[config.mk]
export PLATFORM = sky130hd
export DESIGN_NAME = comparator_4bit
export DESIGN_NICKNAME = d
export VERILOG_FILES = /design/src/rtl/comparator_4bit_pkg.sv /design/src/rtl/comparator_4bit_cmp.sv /design/src/rtl/comparator_4bit.sv
export SDC_FILE = /design/constraint.sdc
export NUM_CORES = 1
export LEC_CHECK = 0
export CAP_MARGIN = 0
export CORE_AREA = 2 2 39 41
export CTS_CLUSTER_SIZE = 40
export DETAILED_ROUTE_END_ITERATION = 10
export DIE_AREA = 0 0 41 43
export MAX_ROUTING_LAYER = met4
export SYNTH_ARGS = -nofsm -noshare
export SYNTH_HDL_FRONTEND = slang
export SYNTH_SLANG_ARGS = --single-unit
[constraint.sdc]
create_clock -name clk -period 2 [get_ports clk]
set_input_delay 0.4 -clock clk [delete_from_list [all_inputs] [get_ports clk]]
set_output_delay 0.4 -clock clk [all_outputs]
set_load 0.1 [all_outputs]
[src/rtl/comparator_4bit_pkg.sv]
// Shared types and constants for the 4-bit magnitude comparator and its combinational core.
package comparator_4bit_pkg;

  typedef struct packed {
    logic gt;
    logic eq;
    logic lt;
  } cmp_result_t;

  // "Equal, nothing decided yet": the register reset value and the cascade tie-off for a chain head.
  localparam cmp_result_t CMP_EQ_IDLE = '{gt: 1'b0, eq: 1'b1, lt: 1'b0};

endpackage

[src/rtl/comparator_4bit_cmp.sv]
// Combinational magnitude compare with cascade pass-through on equal operands.
module cmp_core
  import comparator_4bit_pkg::*;
#(
  parameter int WIDTH = 4
) (
  input  logic [WIDTH-1:0] a,
  input  logic [WIDTH-1:0] b,
  input  logic             signed_mode,
  input  cmp_result_t      cascade_in,
  output cmp_result_t      result
);

  logic [WIDTH-1:0] sign_flip;
  logic [WIDTH-1:0] a_key;
  logic [WIDTH-1:0] b_key;

  // Flipping the sign bit maps two's complement order onto unsigned order.
  assign sign_flip = {signed_mode, {(WIDTH-1){1'b0}}};
  assign a_key     = a ^ sign_flip;
  assign b_key     = b ^ sign_flip;

  always_comb begin
    result = cascade_in;
    if (a_key > b_key) begin
      result = '{gt: 1'b1, eq: 1'b0, lt: 1'b0};
    end else if (a_key < b_key) begin
      result = '{gt: 1'b0, eq: 1'b0, lt: 1'b1};
    end
  end

endmodule

[src/rtl/comparator_4bit.sv]
// 4-bit magnitude comparator: combinational flags plus a valid-qualified one-cycle registered copy.
module comparator_4bit
  import comparator_4bit_pkg::*;
#(
  parameter int WIDTH = 4
) (
  input  logic             clk,
  input  logic             rst,
  input  logic [WIDTH-1:0] A,
  input  logic [WIDTH-1:0] B,
  input  logic             signed_mode,
  input  logic             cas_gt_in,
  input  logic             cas_eq_in,
  input  logic             cas_lt_in,
  input  logic             in_valid,
  output logic             A_gt_B,
  output logic             A_eq_B,
  output logic             A_lt_B,
  output logic             gt_q,
  output logic             eq_q,
  output logic             lt_q,
  output logic             out_valid
);

  cmp_result_t cascade_in;
  cmp_result_t flags;
  cmp_result_t flags_d;
  cmp_result_t flags_q;
  logic        out_valid_d;
  logic        out_valid_q;

  assign cascade_in = '{gt: cas_gt_in, eq: cas_eq_in, lt: cas_lt_in};

  cmp_core #(
    .WIDTH(WIDTH)
  ) u_cmp_core (
    .a           (A),
    .b           (B),
    .signed_mode (signed_mode),
    .cascade_in  (cascade_in),
    .result      (flags)
  );

  assign A_gt_B = flags.gt;
  assign A_eq_B = flags.eq;
  assign A_lt_B = flags.lt;

  always_comb begin
    flags_d     = flags_q;
    out_valid_d = in_valid;
    if (in_valid) begin
      flags_d = flags;
    end
  end

  // Capture stage: flags hold between accepted samples, valid is a one-cycle pulse.
  always_ff @(posedge clk or posedge rst) begin
    if (rst) begin
      flags_q     <= CMP_EQ_IDLE;
      out_valid_q <= 1'b0;
    end else begin
      flags_q     <= flags_d;
      out_valid_q <= out_valid_d;
    end
  end

  assign gt_q      = flags_q.gt;
  assign eq_q      = flags_q.eq;
  assign lt_q      = flags_q.lt;
  assign out_valid = out_valid_q;

endmodule

==> summary.md <==
| Metric | Value |
|---|---|
| Largest cells by area after synthesis | `dfrtp_1 (25%), ha_1 (17%), dfstp_2 (8.9%)` |
| Non-filler cells, final | `77` |
| Total track usage | `0.101` |
| CTS sink cnt | `4` |
| Post-CTS Setup Inserts | `0` |
| Critical Path Fanout Max | `4` |
| Starting Density | `0.213` |
| Largest net degree at the start of global routing | `6` |
| Clk_lat worst skew | `0.24 ns` |
| Synth Area in Adders | `0.169` |
| Max Cap Viol | `0` |
| Post-Synthesis Cell Area | `295 sq um` |
| 1st-iter DRT viols | `2` |
| Port buffer count | `21` |
| Via density per instance | `4.45` |
| H-tree depth | `1` |
| Synth Area in XOR/XNOR | `0.0593` |
| Clock Tree Buf Depth | `2` |
| Ant diodes | `0` |
| Num CTS Buffers | `3` |
| Final Cycle Share | `1.02` |
| Layout area overhead | `122%` |
| CTS tree | `done` |
| CORE AREA | `1380 sq um` |
| Vias post-DR | `343` |
| Skew final | `0 ns` |
| Post-Synthesis Cells | `33` |
| Final hold vios | `0` |
| Worst setup path class | `primary input to primary output` |
| RSZ-0062 raised after global routing | `true` |
| Final net count | `81` |
| CP cell instances | `buf_6 > xor2_1 > ha_1 > nand2_1 > o21ai_2 > and3_4 > buf_12` |
| GR Overflow Total | `0` |
| Initial antenna violation count | `0` |
| Worst EP required | `1.60 ns` |
| Dpl cells | `73` |
| HPWL after DPL | `625 microns` |
| Worst Path Arrival | `1.64 ns` |
| Share of layout cells above drive strength 1 | `0.508` |
| Register area share after synthesis | `0.343` |
| Ys Warns | `0` |
| Setup violations, final | `3` |
| PwrDens | `796 nW/um^2` |
| Startpoint Class | `primary input` |
| Final WS setup | `-0.0413 ns` |
| Worst stage delay on the critical path | `0.34 ns` |
| Simple-Gate Fraction of Synth Area | `0.182` |
| Drt drc | `0` |
| Cell taking the most area after synthesis | `dfrtp_1` |
| IO Count | `22` |
| Violated checks | `setup timing` |
| Max VDD drop | `199 uV` |
| Mux cell area share after synthesis | `0` |
| Cell with the largest stage delay on the worst path | `ha_1` |
| LEAKAGE | `0.300 nW` |
| GPL Wtd Cong | `0.683` |
| Post-synthesis compound-gate area fraction | `0.169` |
| Count of different cell masters after synthesis | `17` |
| Wire length per cell | `9.57 microns` |
| Max Clk Rate | `490 MHz` |
| Crit end category | `primary output` |
| Final Util | `0.473` |
| Min cycle time layout | `2.04 ns` |
| Die Area | `1760 sq um` |
| WL final | `737 microns` |
| Share of the synthesized area in the top cell type | `0.254` |
| Core Rows | `14` |
| Mean Syn Cell Area | `8.95 sq um` |
| HP Class | `primary input to asynchronous set/reset pin` |
| Clock Pin Slew Worst Setup and Hold Paths | `0.04 ns` |
| Setup Total Neg Slack | `-0.0739 ns` |
| Die height | `43 microns` |
| Largest family of logic cells by synthesized area | `simple AND/OR/NAND/NOR gates` |
| Syn_nets | `52` |
| Worst Max-Slew Pin Slew | `0.278 ns` |
| Synthesis-stage register bit count | `4` |
| Status | `finished with violations` |
| Root Driver | `clkbuf_4` |
| Number of nets with antenna violations after routing | `0` |
| Die W | `41 microns` |
| Vias in the first global route | `312` |
| First-pass GRT wire length | `1170 microns` |
| Final Max Slew Viols | `0` |
| Worst slew margin | `0.816` |
| First-pass DRT Iterations | `2` |
==> metrics by stage <==
step	cell area [sq um]	power [mW]	worst slack (ns)	hold slack [ns]
2_1_floorplan	303	0.285	-0.0734	0.165
3_3_place_gp	588	0.395	-0.447	0.501
3_5_place_dp	588	0.398	-0.448	0.523
4_1_cts	654	0.525	-0.0492	0.350
5_1_grt	654	0.543	-0.134	0.390
6_report	654	0.521	-0.0413	0.341
==> final timing paths <==
check	from	endpoint	slack [ns]	depth (start not counted)
hold reg to reg	gt_q	gt_q	0.52	1
min in group clk	gt_q	gt_q	0.52	1
max in group asynchronous	rst	eq_q	1.43	2
hold / removal	rst	lt_q	0.34	2
setup / recovery	A[3]	A_eq_B	-0.04	7
setup reg to reg	eq_q	eq_q	1.26	1
==> cell usage after synthesis <==
cell type / number
o21a_1: 1
xor2_1: 1
nor2_1: 3
and3_1: 1
and4_4: 1
and3_2: 1
o21ai_2: 1
xnor2_1: 1
nand4_1: 1
a31oi_1: 1
ha_1: 4
dfstp_2: 1
a22o_1: 2
dfrtp_1: 3
nand2_1: 3
a21oi_1: 2
inv_1: 6
==> layout make-up <==
cell class,instances,area [sq um]
Clock buffer,4,26.3
Sequential cell,4,101
Tap cell,16,20.0
Multi-Input combinational cell,23,229
Timing Repair Buffer,24,255
Inverter,6,22.5
Fill cell,132,729
==> worst max-delay path, delay by kind of cell <==
kind	cells	cell delay, ns
AO/OA/AOI/OAI	1	0.19
XOR/XNOR	1	0.15
AND/OR/NAND/NOR	2	0.31
adder cells (fa/ha/maj)	1	0.34
buffers and inverters	2	0.26
==> repair_timing <==
action | in CTS | in global routing
gates resized for setup | 30 | 0
pin swaps | 9 | 0
hold endpoints to repair | 0 | 0
hold buffers | 0 | 0
setup endpoints to repair | 3 | 3
gates cloned | 0 | 0
==> per-layer routing <==
layer	share of wire	GRT usage
met1	0.37	0.103
met2	0.47	0.159
met3	0.11	0.0157
met4	0.039	0.0800
met5	0	-
==> layout by cell type (no fill, tap or decap), drive strengths merged <==
| master | instances |
|---|---|
| o21ai | 1 |
| and4 | 1 |
| xor2 | 1 |
| xnor2 | 1 |
| and3 | 2 |
| clkbuf | 4 |
| nand4 | 1 |
| dfrtp | 3 |
| dlygate4sd2 | 6 |
| clkdlybuf4s50 | 5 |
| dfstp | 1 |
| buf | 13 |
| nand2 | 3 |
| a21oi | 2 |
| a31oi | 1 |
| o21a | 1 |
| inv | 6 |
| ha | 4 |
| a22o | 2 |
| nor2 | 3 |
==> power by group <==
group | switching (mW) | internal (mW)
sequential | 0.00505 | 0.0911
combinational | 0.197 | 0.113
clock | 0.0391 | 0.0752
total | 0.241 | 0.280
==> registers in the layout, indices dropped and copies added, names as in the netlist <==
name and count:
eq_q 1, gt_q 1, lt_q 1, out_valid 1
==> kinds of logic after synthesis <==
group           after synthesis
xor+xnor                      2
simple gates                 10
flops                         4
fa+ha+maj                     4
compound gates                7
buf+inv                       6
(Power assumes the default switching activity.)
